==> config.mk <==
export PLATFORM = sky130hd
export DESIGN_NAME = wdma_frame_sched
export DESIGN_NICKNAME = d
export VERILOG_FILES = /design/src/rtl/wdma_sched_pkg.sv /design/src/rtl/start_edge_det.sv /design/src/rtl/wdma_frame_sched.sv
export SDC_FILE = /design/constraint.sdc
export NUM_CORES = 1
export LEC_CHECK = 0
export ABC_AREA = 1
export ABC_CLOCK_PERIOD_IN_PS = 3800
export CORE_MARGIN = 1
export CORE_UTILIZATION = 45
export DETAILED_ROUTE_END_ITERATION = 16
export DONT_BUFFER_PORTS = 1
export GPL_ROUTABILITY_DRIVEN = 0
export SYNTH_ARGS = -nofsm -noshare
export SYNTH_HDL_FRONTEND = slang
export SYNTH_SLANG_ARGS = --single-unit
==> constraint.sdc <==
create_clock -name ap_clk -period 3.8 [get_ports ap_clk]
set_input_delay 0.19 -clock ap_clk [delete_from_list [all_inputs] [get_ports ap_clk]]
set_output_delay 0.19 -clock ap_clk [all_outputs]
set_load 0.005 [all_outputs]
==> src/rtl/wdma_sched_pkg.sv <==
// Shared definitions for the write-DMA frame scheduler.
//   state_t        : 3-bit FSM encoding S_IDLE..S_DONE
//   ERR_CFG/ERR_TMO: bit positions inside the sticky err vector
//   BEAT_SHIFT     : log2 of the default AXI beat size in bytes
package wdma_sched_pkg;

    typedef enum logic [2:0] {
        S_IDLE  = 3'd0,
        S_CHECK = 3'd1,
        S_ISSUE = 3'd2,
        S_WAIT  = 3'd3,
        S_GAP   = 3'd4,
        S_DONE  = 3'd5
    } state_t;

    localparam int ERR_CFG        = 0;
    localparam int ERR_TMO        = 1;
    localparam int DEF_BEAT_BYTES = 8;
    localparam int BEAT_SHIFT     = $clog2(DEF_BEAT_BYTES);

endpackage

==> src/rtl/start_edge_det.sv <==
// Registered rising-edge detector.
//   clk  in  clock
//   rst  in  asynchronous active-high reset
//   din  in  level input
//   rise out one-cycle pulse, registered, one cycle after din goes 0->1
module start_edge_det (
    input  logic clk,
    input  logic rst,
    input  logic din,
    output logic rise
);

    logic prev_q, prev_d;
    logic rise_q, rise_d;

    always_comb begin
        prev_d = din;
        rise_d = din & ~prev_q;
    end

    always_ff @(posedge clk or posedge rst) begin
        if (rst) begin
            prev_q <= 1'b0;
            rise_q <= 1'b0;
        end else begin
            prev_q <= prev_d;
            rise_q <= rise_d;
        end
    end

    assign rise = rise_q;

endmodule

==> src/rtl/wdma_frame_sched.sv <==
// Multi-frame sequencer for the write DMA: one accepted ap_start launches
// cfg_num_frames wdma jobs, advancing the write address by cfg_frame_stride.
// Optional feature macro: WDMA_SCHED_TIMEOUT_EN (per-frame wdma timeout).
// Ports:
//   ap_clk/ap_rst            clock, asynchronous active-high reset
//   ap_start/ap_done/ap_idle/ap_ready  run handshake towards control regs
//   cfg_*                    run configuration, latched on accepted start
//   dma_ap_start/dma_ap_done/dma_ap_idle  wdma handshake
//   dma_transfer_byte/dma_write_base_addr  per-frame wdma arguments
//   frame_idx/frame_done     progress (completed frame count, per-frame pulse)
//   err                      sticky [0] bad cfg, [1] timeout
module wdma_frame_sched
    import wdma_sched_pkg::*;
#(
    parameter int ADDR_WIDTH = 32,
    parameter int FRAME_W    = 16,
    parameter int BEAT_BYTES = 1 << BEAT_SHIFT,
    parameter int TMO_W      = 24
) (
    input  logic                  ap_clk,
    input  logic                  ap_rst,
    input  logic                  ap_start,
    output logic                  ap_done,
    output logic                  ap_idle,
    output logic                  ap_ready,
    input  logic [FRAME_W-1:0]    cfg_num_frames,
    input  logic [ADDR_WIDTH-1:0] cfg_frame_bytes,
    input  logic [ADDR_WIDTH-1:0] cfg_base_addr,
    input  logic [ADDR_WIDTH-1:0] cfg_frame_stride,
    input  logic [TMO_W-1:0]      cfg_timeout,
    output logic                  dma_ap_start,
    input  logic                  dma_ap_done,
    input  logic                  dma_ap_idle,
    output logic [ADDR_WIDTH-1:0] dma_transfer_byte,
    output logic [ADDR_WIDTH-1:0] dma_write_base_addr,
    output logic [FRAME_W-1:0]    frame_idx,
    output logic                  frame_done,
    output logic [1:0]            err
);

    localparam int BSH = $clog2(BEAT_BYTES);

    // Frame size must be a nonzero whole number of beats.
    function automatic logic bad_frame_bytes(input logic [ADDR_WIDTH-1:0] b);
        return (b == '0) || (((b >> BSH) << BSH) != b);
    endfunction

    state_t                  state_q, state_d;
    logic [FRAME_W-1:0]      num_frames_q, num_frames_d;
    logic [ADDR_WIDTH-1:0]   stride_q, stride_d;
    logic [ADDR_WIDTH-1:0]   addr_q, addr_d;
    logic [ADDR_WIDTH-1:0]   bytes_q, bytes_d;
    logic [FRAME_W-1:0]      frame_idx_q, frame_idx_d;
    logic                    frame_done_q, frame_done_d;
    logic [1:0]              err_q, err_d;
    logic                    start_rise;
    logic                    accept;

`ifdef WDMA_SCHED_TIMEOUT_EN
    logic [TMO_W-1:0]        tmo_cnt_q, tmo_cnt_d;
    logic [TMO_W-1:0]        timeout_q, timeout_d;
    logic                    tmo_hit;
    // Counter holds the number of cycles since the start pulse, so the run
    // ends exactly cfg_timeout cycles after dma_ap_start.
    assign tmo_hit = (timeout_q != '0) &&
                     (({1'b0, tmo_cnt_q} + (TMO_W+1)'(1)) >= {1'b0, timeout_q});
`else
    logic                    unused_cfg_timeout;
    assign unused_cfg_timeout = ^cfg_timeout;
`endif

    start_edge_det u_start_edge (
        .clk  (ap_clk),
        .rst  (ap_rst),
        .din  (ap_start),
        .rise (start_rise)
    );

    assign accept = (state_q == S_IDLE) && start_rise;

    always_ff @(posedge ap_clk or posedge ap_rst) begin
        if (ap_rst) begin
            state_q      <= S_IDLE;
            num_frames_q <= '0;
            stride_q     <= '0;
            addr_q       <= '0;
            bytes_q      <= '0;
            frame_idx_q  <= '0;
            frame_done_q <= 1'b0;
            err_q        <= '0;
`ifdef WDMA_SCHED_TIMEOUT_EN
            tmo_cnt_q    <= '0;
            timeout_q    <= '0;
`endif
        end else begin
            state_q      <= state_d;
            num_frames_q <= num_frames_d;
            stride_q     <= stride_d;
            addr_q       <= addr_d;
            bytes_q      <= bytes_d;
            frame_idx_q  <= frame_idx_d;
            frame_done_q <= frame_done_d;
            err_q        <= err_d;
`ifdef WDMA_SCHED_TIMEOUT_EN
            tmo_cnt_q    <= tmo_cnt_d;
            timeout_q    <= timeout_d;
`endif
        end
    end

    always_comb begin
        state_d      = state_q;
        num_frames_d = num_frames_q;
        stride_d     = stride_q;
        addr_d       = addr_q;
        bytes_d      = bytes_q;
        frame_idx_d  = frame_idx_q;
        frame_done_d = 1'b0;
        err_d        = err_q;
`ifdef WDMA_SCHED_TIMEOUT_EN
        tmo_cnt_d    = tmo_cnt_q;
        timeout_d    = timeout_q;
`endif
        case (state_q)
            S_IDLE: begin
                if (accept) begin
                    num_frames_d = cfg_num_frames;
                    stride_d     = cfg_frame_stride;
                    addr_d       = cfg_base_addr;
                    bytes_d      = cfg_frame_bytes;
                    frame_idx_d  = '0;
                    err_d        = '0;
`ifdef WDMA_SCHED_TIMEOUT_EN
                    timeout_d    = cfg_timeout;
`endif
                    state_d      = S_CHECK;
                end
            end
            S_CHECK: begin
                if (num_frames_q == '0) begin
                    state_d = S_DONE;
                end else if (bad_frame_bytes(bytes_q)) begin
                    err_d[ERR_CFG] = 1'b1;
                    state_d        = S_DONE;
                end else begin
                    state_d = S_ISSUE;
                end
            end
            S_ISSUE: begin
                if (dma_ap_idle) begin
`ifdef WDMA_SCHED_TIMEOUT_EN
                    tmo_cnt_d = TMO_W'(1);
`endif
                    state_d = S_WAIT;
                end
            end
            S_WAIT: begin
                if (dma_ap_done) begin
                    frame_done_d = 1'b1;
                    frame_idx_d  = frame_idx_q + FRAME_W'(1);
                    addr_d       = addr_q + stride_q;
                    state_d      = ((frame_idx_q + FRAME_W'(1)) == num_frames_q) ? S_DONE : S_GAP;
                end
`ifdef WDMA_SCHED_TIMEOUT_EN
                else if (tmo_hit) begin
                    err_d[ERR_TMO] = 1'b1;
                    state_d        = S_DONE;
                end else begin
                    tmo_cnt_d = tmo_cnt_q + TMO_W'(1);
                end
`endif
            end
            // One idle cycle so wdma sees a fresh rising edge on its start.
            S_GAP:   state_d = S_ISSUE;
            S_DONE:  state_d = S_IDLE;
            default: state_d = S_IDLE;
        endcase
`ifndef WDMA_SCHED_TIMEOUT_EN
        err_d[ERR_TMO] = 1'b0;
`endif
    end

    always_comb begin
        ap_idle      = (state_q == S_IDLE);
        ap_ready     = accept;
        ap_done      = (state_q == S_DONE);
        dma_ap_start = (state_q == S_ISSUE) && dma_ap_idle;
    end

    assign dma_transfer_byte   = bytes_q;
    assign dma_write_base_addr = addr_q;
    assign frame_idx           = frame_idx_q;
    assign frame_done          = frame_done_q;
    assign err                 = err_q;

endmodule

==> results of run 1 <==
==> path summary, 6_finish.rpt <==
| kind | start | to | slack (ns) | cells past startpoint |
|---|---|---|---|---|
| setup / recovery | dma_write_base_addr[0]$_DFFE_PP0P_ | dma_write_base_addr[22]$_DFFE_PP0P_ | 1.14 | 14 |
| hold / removal | cfg_base_addr[21] | dma_write_base_addr[21]$_DFFE_PP0P_ | 0.02 | 4 |
| setup reg to reg | dma_write_base_addr[0]$_DFFE_PP0P_ | dma_write_base_addr[22]$_DFFE_PP0P_ | 1.14 | 14 |
| hold reg to reg | u_start_edge.prev_q$_DFF_PP0_ | u_start_edge.rise$_DFF_PP0_ | 0.39 | 1 |
| max in group asynchronous | ap_rst | frame_idx[10]$_DFFE_PP0P_ | 2.58 | 3 |
| min in group asynchronous | ap_rst | dma_transfer_byte[2]$_DFFE_PP0P_ | 0.35 | 2 |
==> metal layers <==
layer	GRT usage	vias up	share of wire
li1	-	3952	-
met1	0.362	3607	0.46
met2	0.405	260	0.44
met3	0.0767	19	0.080
met4	0.0623	0	0.011
met5	0	-	0
==> state kept, by name, indices dropped and copies added, names as in the netlist <==
name,flops
u_start_edge.rise,1
state_q,3
num_frames_q,16
stride_q,32
dma_transfer_byte,32
u_start_edge.prev_q,1
frame_idx,16
dma_write_base_addr,32
err,1
frame_done,1
==> cell usage after synthesis, drive strengths merged, types with 2 or more instances <==
master  count  area [um^2]
o311ai      3         26.3
a21oi      47          239
a22o        5         43.8
nand3      78          395
nand2     446         1680
nor3       13         65.1
o21a        2         15.0
ha         32          400
nor4        3         18.8
clkbuf     11         41.3
inv       124          468
o21bai      8         60.1
xor2       12          105
xnor2       3         26.3
o22ai       7         43.8
o211ai      9         67.6
a21o        5         37.5
nand4      21          131
a31oi       2         12.5
or2         2         12.5
nor2      105          438
dfrtp     135         3380
buf        19          104
o21ai      63          315
==> final cells by class <==
type	count	area, um^2
Clock buffer	17	425
Inverter	124	472
Tap cell	225	282
Sequential cell	135	3380
Multi-Input combinational cell	871	4180
Timing Repair Buffer	116	1160
Fill cell	1623	7440
Clock inverter	15	196
==> cells by family after synthesis <==
family                     after synthesis  share of synthesized area
AOI/OAI and AO/OA                      152                      0.106
xor gates and xnor gates                15                     0.0161
adders and majority gates               33                     0.0514
buffers and inverters                  154                     0.0750
DFF                                    135                      0.413
other                                    1                   0.000459
and+or+nand+nor                        670                      0.338
==> power breakdown <==
part / switching [mW] / internal, mW / leakage [nW]
logic: 2.74 / 1.50 / 3.00
registers: 0.638 / 2.08 / 1.68
clock network: 0.748 / 1.01 / 0.307
==> stage by stage <==
step | setup WS (ns) | util
6_report | 1.14 | 0.576
5_1_grt | 0.885 | 0.576
4_1_cts | 1.12 | 0.576
3_5_place_dp | 1.14 | 0.477
3_3_place_gp | 1.14 | 0.477
2_1_floorplan | 1.66 | -
==> critical path, delay by kind of cell, from the launching register on <==
| kind | cells | cell delay, ns |
|---|---|---|
| DFF | 1 | 0.42 |
| AOI/OAI and AO/OA | 2 | 0.43 |
| adders and majority gates | 2 | 0.58 |
| buffers and inverters | 2 | 0.15 |
| and+or+nand+nor | 8 | 0.98 |
==> results.md, run 1 <==
* Root buf cell: clkbuf_16
* Hold buffers post-CTS at 111
* Initial antenna violation count at 0
* Final min period at between 2 and 3 ns
* Crit-path max FO at 5
* First-pass GRT wire length at 37,700 um
* Clk_skew at 0.0117 ns
* Layout Cells excl Fill at 1,503
* Sequential fraction of the synthesis area at 0.413
* Final Hold Fails at 0
* Worst setup EP type: flop
* # setup viols final at 0
* Max Clk Rate at 0.376 GHz
* Total global routing overflow at 0
* Clock tree sinks at 135
* Die footprint at approximately 0.019 mm^2
* Hold_ws at roughly 0.019 ns
* Commonest non-fill, non-tap cell in the layout: nand2_1
* Status: complete, no violations
* ANT cells at 0
* Final Cell Area at 0.0101 mm^2
* Slew Limit Fails at 0
* Core Area at 0.0175 mm^2
* IO Pins at 228
* Die height at 137 um
* Worst slew pin tran at 0.808 ns
* Htree depth at 4
* Post-DP HPWL at 16,800 um
* Yosys warns at 0
* Post-DP Area at 0.00836 mm^2
* CP startpoint kind: flop
* Total power at 8.72 mW
* P per Cell Area at approximately 860 mW/mm^2
* HP Class: primary input to flop
* Worst skew pair latency at between 0.4 and 0.5 ns
* Vias at 7,838
* Number of port buffers at 0
* Fin Setup TNS at 0 ns
* Leakage at 4.98 nW
* Max Root-Sink Buffers at 2
* DRT iter0 DRCs at between 600 and 700
* Residual DRC count at 0
* Final period utilization at 0.701
* Critical path type: flop to flop
* TritonCTS Buffers at 17
* Main synth FF type: dfrtp_1
* Syn_nets at 1,334
* Clock slew at reported path FFs at ~0.070 ns
* Post-CTS Resized at 0
* Max incr delay on CP at 0.42 ns
* Slowest stage cell on the critical path: dfrtp_1
* # placed instances at 1,360
* Crit-path cells: ha_1, inv_1, fa_1, inv_1, nand2_1, a21oi_2, nand2_1, nand2_1, nand3_1, nand2_1, a21oi_1, or2_2, nand3_1, nand2_1
* Synth cell types at 41
* Antenna-violating nets left at 0
* Die width at 137 um
* CTS tree: done
* Asr flop ratio synth at 1.00
* Syn Area/Cell at 7.05 um^2
* Initial Util at 0.466
* Worst vdd ir at 0.462 mV
* Synthesis-stage register bit count at about 140
* Most frequent cells in the layout: nand2_1 (444), dfrtp_1 (135), inv_1 (117), dlygate4sd3_1 (111), nor2_1 (99)
* Pin count of the biggest net entering global routing at 83
* WP data required at 4.12 ns
* RSZ-0062 raised after global routing: false
* Post-Route WL at 23,500 um
* GR Util All Layers at 0.263
* Synth Cell Area at 0.00817 mm^2
* Area Overhead vs Synth at 23.5%
* Post-CTS Setup Bufs at 0
* Vias in the first global route at 7,481
* CP Data Arrival Time at 2.98 ns
* # nets final at 1,439
* Most used cell, CP: nand2_1
* Layout cells sized above 1 at 0.0438
* Post-synth EDFFs at 0
* Rows at 48
* Via density per instance at between 5 and 6
* Max-Cap Viols at 0
* TritonRoute pass-1 iters at 5
* Max transition margin at 0.461
* Avg WL per Cell at 15.7 um
* Mapped Cells at 1,160
(Power assumes the default switching activity.)
==> run 2, diff against run 1 <==
--- a/config.mk
+++ b/config.mk
@@ -6,7 +6,7 @@
 export NUM_CORES = 1
 export LEC_CHECK = 0
 export ABC_AREA = 1
-export ABC_CLOCK_PERIOD_IN_PS = 3800
+export ABC_CLOCK_PERIOD_IN_PS = 2200
 export CORE_MARGIN = 1
 export CORE_UTILIZATION = 45
 export DETAILED_ROUTE_END_ITERATION = 16
==> constraint.sdc (replaced) <==
create_clock -name ap_clk -period 2.2 [get_ports ap_clk]
set_input_delay 0.11 -clock ap_clk [delete_from_list [all_inputs] [get_ports ap_clk]]
set_output_delay 0.11 -clock ap_clk [all_outputs]
set_load 0.005 [all_outputs]
==> run 2 against run 1 <==
  * Combinational power rose by 110%
  * Sequential power is 69% higher
  * Setup slack worse by 1.1 ns
  * Final area grew 6.9%
  * Worst hold slack better by 0.25 ns
  * Final cell count increased by 3.8%
  * Fmax grew 24%
  * Count of clock-buffer cells in the layout is the same
  * Critical path type unchanged
  * Highest routed layer unchanged
==> results.md, run 2 (synthesized netlist as in run 1, its figures left out) <==
* Status: complete, no violations
* Initial Util at 0.466
* Setup slack, reg-to-reg at 0.06 ns
* Final period utilization at 0.973
* Post-DP HPWL at 17,400 um
* Final core occ at 0.616
* Max Clk Rate at between 0.4 and 0.5 GHz
* Clock tree sinks at 135
* Die footprint at 0.0187 mm^2
* Worst slew pin tran at between 0.7 and 0.8 ns
* Via density per instance at 5.18
* # nets final at approximately 1,500
* DP Worst Slack at -0.0481 ns
* # setup viols final at 0
* Slew Limit Fails at 0
* WP data required at around 2.5 ns
* Total global routing overflow at 0
* Core Area at 0.0175 mm^2
* Layout cells sized above 1 at 0.116
* Critical path type: flop to flop
* Max-Cap Viols at 0
* TritonCTS Buffers at 17
* Worst skew pair latency at 0.44 ns
* Root buf cell: clkbuf_16
* Hold Path Stages at 1
* CTS tree: done
* Initial antenna violation count at 0
* Residual DRC count at 0
* Leakage at ~5.3 nW
* Antenna-violating nets left at 0
* Area Overhead vs Synth at 32.1%
* Avg WL per Cell at 15.8 um
* TritonRoute pass-1 iters at 5
* Crit path from: dma_write_base_addr[0]$_DFFE_PP0P_
* Last element of the critical path: dma_write_base_addr[30]$_DFFE_PP0P_
* CP Data Arrival Time at around 2.5 ns
* Post-Route WL at 24,600 um
* Rows at 48
* Combinational power share at 0.545
* Die height at about 140 um
* Most frequent cells in the layout: nand2_1 (431), dfrtp_1 (135), dlygate4sd3_1 (116), inv_1 (114), nor2_1 (95)
* Die width at between 100 and 150 um
* P per Cell Area at 1540 mW/mm^2
* Worst-case reg-to-reg path depth at 16
* Final worst slack at 0.0597 ns
* RSZ-0062 raised after global routing: true
* GR Util All Layers at 0.272
* Htree depth at 4
* Clock power share at 0.180
* Worst setup EP type: flop
* Final Hold Fails at 0
* Final min period at 2.14 ns
* Max transition margin at 0.469
* Sw Share at 0.467
* Worst vdd ir at ~1.1 mV
* Commonest non-fill, non-tap cell in the layout: nand2_1
* Clk_skew at 0.0127 ns
* Max Root-Sink Buffers at 2
* Clock slew at reported path FFs at 0.07 ns
* Pin count of the biggest net entering global routing at around 130
* Vias at about 8,100
* FF-to-FF End: dma_write_base_addr[30]$_DFFE_PP0P_
* Vias in the first global route at 7,665
* Crit-path max FO at 3
* CP startpoint kind: flop
* Net Sw Power at 7.78 mW
* ANT cells at 0
* Number of port buffers at 0
* P_int at 8.90 mW
* HP Class: primary input to flop
* Worst R2R Start: dma_write_base_addr[0]$_DFFE_PP0P_
* IO Pins at 228
* DRT iter0 DRCs at 448
* Sequential Power Share at 0.275
* First-pass GRT wire length at 38,900 um
[run 2: changes by cell type in the layout (fill, tap and decap cells not counted), moves of 7 or more]
| cell | before | now |
|---|---|---|
| nand2_2 | 1 | 8 |
| nand3_2 | 1 | 9 |
| a21oi_2 | 1 | 10 |
| a21oi_1 | 46 | 36 |
| nand2_1 | 444 | 431 |
| buf_4 | 4 | 49 |
| nand3_1 | 77 | 69 |
[run 2: how the worst min path moves through the flow]
stage / start / end / slack, ns
CTS: ap_start / u_start_edge.prev_q$_DFF_PP0_ / 0.27
floorplan: ap_start / u_start_edge.prev_q$_DFF_PP0_ / 0.14
global route: ap_start / u_start_edge.prev_q$_DFF_PP0_ / 0.26
global placement: ap_start / u_start_edge.prev_q$_DFF_PP0_ / 0.14
detailed placement: ap_start / u_start_edge.prev_q$_DFF_PP0_ / 0.14
finish: ap_start / u_start_edge.prev_q$_DFF_PP0_ / 0.27
[run 2: worst max-delay path, cell delays in order (launching register included)]
cell and delay, ns:
dfrtp_1 0.36, ha_2 0.19, inv_2 0.05, fa_2 0.35, inv_2 0.08, nand2_4 0.06, a21oi_4 0.17, nand2_2 0.08
nand2_2 0.09, nand3_2 0.08, nand2_2 0.10, buf_6 0.12, nand2_2 0.05, nand3_2 0.06, nand3_1 0.08, nand2_1 0.08
nand2_1 0.04
[run 2: final cells by class]
class	count	area [um^2]
well taps	225	282
flip-flops and latches	135	3380
clock buffers	17	425
multi-input cells	871	4390
repair buffers	173	1650
inverters	124	472
fillers	1602	6740
clock inverters	15	198
[run 2: power by group through the flow]
| stage | Combinational [mW] | Clock [mW] | Sequential (mW) |
|---|---|---|---|
| final | 9.09 | 3.00 | 4.59 |
| after floorplan | 5.57 | 0 | 4.36 |
| after detailed placement | 8.04 | 0 | 4.62 |
| after global placement | 7.99 | 0 | 4.61 |
| after CTS | 8.39 | 3.05 | 4.58 |
| after global routing | 10.2 | 3.16 | 4.74 |
[run 2: metal layers]
metal  global-route usage  part of all wire
met5                    0                 0
met2                0.435              0.46
met1                0.362              0.46
met4               0.0757             0.013
met3               0.0707             0.069
[run 2: stage by stage]
stage	area, um^2	power [mW]	std cells	setup TNS, ns	hold slack (ns)
after detailed placement	8760	12.7	1408	-0.0957	0.142
after CTS	10600	16.0	1557	0	0.268
after global placement	8760	12.6	1408	0	0.142
after floorplan	8180	9.93	1160	0	0.141
after global routing	10800	18.1	1560	-0.382	0.260
final	10800	16.7	1560	0	0.269
[run 2: what timing repair did]
| item | CTS | global route |
|---|---|---|
| hold endpoints to repair | 145 | 0 |
| hold buffers | 116 | 0 |
| cloned | 0 | 0 |
| buffers inserted | 1 | 4 |
| pin swaps | 4 | 19 |
| gates resized for setup | 12 | 51 |
| setup endpoints to repair | 7 | 19 |
==> run 3, diff against run 2 <==
--- a/config.mk
+++ b/config.mk
@@ -14,4 +14,5 @@
 export GPL_ROUTABILITY_DRIVEN = 0
 export SYNTH_ARGS = -nofsm -noshare
 export SYNTH_HDL_FRONTEND = slang
+export SYNTH_HIERARCHICAL = 1
 export SYNTH_SLANG_ARGS = --single-unit
==> run 3 against run 2 <==
  * The run now ends with negative setup slack left
  * Clock power shrank 3%
  * Die area shrank 0.99%
  * Synthesized area shrank 1.0%
  * Worst hold slack lost 0.22 ns
  * Critical path type unchanged
  * Largest power group unchanged
==> results.md, run 3 <==
* Slew Limit Fails at 0
* Leakage at 5.14 nW
* Die height at around 140 um
* Htree depth at 4
* Avg WL per Cell at approximately 16 um
* Root buf cell: clkbuf_16
* Total global routing overflow at 0
* Die footprint at between 0.015 and 0.02 mm^2
* Status: finished, violations left
* Max Clk Rate at 0.451 GHz
* Max transition margin at 0.514
* Final Hold Fails at 0
* Post-Route WL at 23,500 um
* CTS tree: done
* Final worst slack at -0.0186 ns
* Pin count of the biggest net entering global routing at 102
* Most common cell in the netlist: nand2_1
* Max incr delay on CP at 0.35 ns
* Critical path type: flop to flop
* First-pass GRT wire length at 37,100 um
* Crit-path cells: ha_2, inv_2, fa_2, inv_2, nand2_4, o21ai_4, a21boi_4, o21ai_4, a21oi_2, or2_1, nand3_1, nand3_1
* Die width at 136 um
* Max-Cap Viols at 0
* Commonest non-fill, non-tap cell in the layout: nand2_1
* Failing checks: negative setup slack
* Post-DP HPWL at around 16,000 um
* RSZ-0062 raised after global routing: true
* ANT cells at 0
* Worst setup EP type: flop
* Initial antenna violation count at 0
* Residual DRC count at 0
* Crit-path max FO at 4
* GR Util All Layers at 0.260
* Vias in the first global route at 7,453
* HP Class: primary input to async pin
* TritonCTS Buffers at 17
* Top cells by area, synth: dfrtp_1 (42%), nand2_1 (19%), ha_1 (4.9%)
* Layout cells sized above 1 at 0.124
* Commonest cells post-synth: nand2_1 (420), dfrtp_1 (135), inv_1 (104)
* Area of the multi-input gates at 0.00440 mm^2
* Clock tree sinks at 135
* Most frequent cells in the layout: nand2_1 (416), dfrtp_1 (132), dlygate4sd3_1 (117), inv_1 (100), nor2_1 (83)
* WP data required at 2.52 ns
* Worst vdd ir at about 0.78 mV
* CP Data Arrival Time at 2.54 ns
* # nets final at 1,437
* Syn Area/Cell at 7.25 um^2
* Fillcell total at 1,601
* IO Pins at 228
* Via density per instance at 5.17
* Post-synth EDFFs at 0
* Synth top area share at 0.418
* Delay-heaviest family, CP: compound AO/OA/AOI/OAI gates
* Initial Util at 0.465
* Worst skew pair latency at 0.43 ns
* Synth Cell Area at a little over 0.008 mm^2
* Slowest stage cell on the critical path: dfrtp_1
* Synth cell types at 46
* Mapped Cells at 1,116
* Area Overhead vs Synth at 31.0%
* Main synth FF type: dfrtp_1
* Vias at around 7,800
* Clock slew at reported path FFs at about 0.07 ns
* Max Root-Sink Buffers at 2
* Post-synth top area cell: dfrtp_1
* Core Area at 0.0174 mm^2
* P per Cell Area at 1580 mW/mm^2
* Worst Path Buf+Inv at 2
* # placed instances at 1,348
* Asr flop ratio synth at 1.00
* Sequential fraction of the synthesis area at 0.418
* Rows at 48
* CP startpoint kind: flop
* Layout Cells excl Fill at 1,501
* Final core occ at 0.609
* Synthesis-stage register bit count at ~140
* TritonRoute pass-1 iters at 5
* Yosys warns at 6
* Number of port buffers at 0
* DRT iter0 DRCs at 481
* Syn_nets at 1,290
* Worst slew pin tran at 0.729 ns
* Final period utilization at 1.01
* Storage element area at 0.00338 mm^2
* Final min period at 2.22 ns
* Clk_skew at 0.0102 ns
* Antenna-violating nets left at 0
* # setup viols final at 2
run 3: power breakdown:
group / leakage (nW) / total (mW) / internal [mW] / switching [mW]
combinational: 3.17 / 8.99 / 3.67 / 5.32
sequential: 1.67 / 4.86 / 3.65 / 1.21
clock: 0.295 / 2.90 / 1.54 / 1.36
run 3: worst paths after layout:
check                      slack (ns)                             endpoint  cells past startpoint                          startpoint
hold reg to reg                  0.41          u_start_edge/rise$_DFF_PP0_                      1       u_start_edge/prev_q$_DFF_PP0_
max in group asynchronous        1.42   dma_write_base_addr[3]$_DFFE_PP0P_                      3                              ap_rst
hold / removal                   0.05          u_start_edge/rise$_DFF_PP0_                      2                              ap_rst
setup reg to reg                -0.02  dma_write_base_addr[22]$_DFFE_PP0P_                     12  dma_write_base_addr[0]$_DFFE_PP0P_
min in group ap_clk              0.28        u_start_edge/prev_q$_DFF_PP0_                      1                            ap_start
setup / recovery                -0.02  dma_write_base_addr[22]$_DFFE_PP0P_                     12  dma_write_base_addr[0]$_DFFE_PP0P_
run 3: worst reg2reg max path: cells and delay by family, from the launching register on:
| family | cells | cell delay (ns) |
|---|---|---|
| AO/OA/AOI/OAI | 4 | 0.70 |
| flip-flops | 1 | 0.35 |
| adder cells (fa/ha/maj) | 2 | 0.52 |
| AND/OR/NAND/NOR | 4 | 0.42 |
| buffers and inverters | 2 | 0.13 |
run 3: metrics by stage:
stage / power, mW / TNS (ns) / hold slack (ns) / setup slack, ns / instance area, um^2
global route: 18.2 / -0.933 / 0.0459 / -0.146 / 10600
CTS: 16.0 / -0.0365 / 0.0241 / -0.0365 / 10300
global placement: 12.6 / -0.0307 / -0.143 / -0.0241 / 8550
detailed placement: 12.7 / -0.189 / -0.143 / -0.0599 / 8550
floorplan: 10.3 / 0 / -0.149 / 0.116 / 8100
finish: 16.7 / -0.0192 / 0.0485 / -0.0186 / 10600
run 3: logic make-up (layout without fill, tap and decap cells):
logic type / after synthesis / in the layout / synth area share
simple gates: 628 / 628 / 0.324
fa+ha+maj: 33 / 33 / 0.0520
compound gates: 158 / 158 / 0.113
buf+inv: 142 / 302 / 0.0693
other cells: 1 / 1 / 0.000463
flops: 135 / 135 / 0.418
xor+xnor: 19 / 19 / 0.0240
run 3: area by class of cell:
class,count,share of cell area
clock buffers,17,0.0401
clock inverters,15,0.0162
inverters,113,0.0406
multi-input cells,839,0.415
flip-flops and latches,135,0.319
well taps,225,0.0266
repair buffers,157,0.143
run 3: routing by layer:
layer	global-route usage	wire [um]	vias up
li1	-	-	3903
met1	0.358	11000	3573
met2	0.397	10500	256
met3	0.0641	1640	31
met4	0.0864	400	0
met5	0	0	-
run 3: timing repair:
item,in CTS,in global routing
endpoints found under the hold margin,251,0
hold buffers,117,0
endpoints found under the setup margin,5,24
pin swaps,1,12
resized for setup,3,56
buffers inserted,0,5
gates cloned,0,0
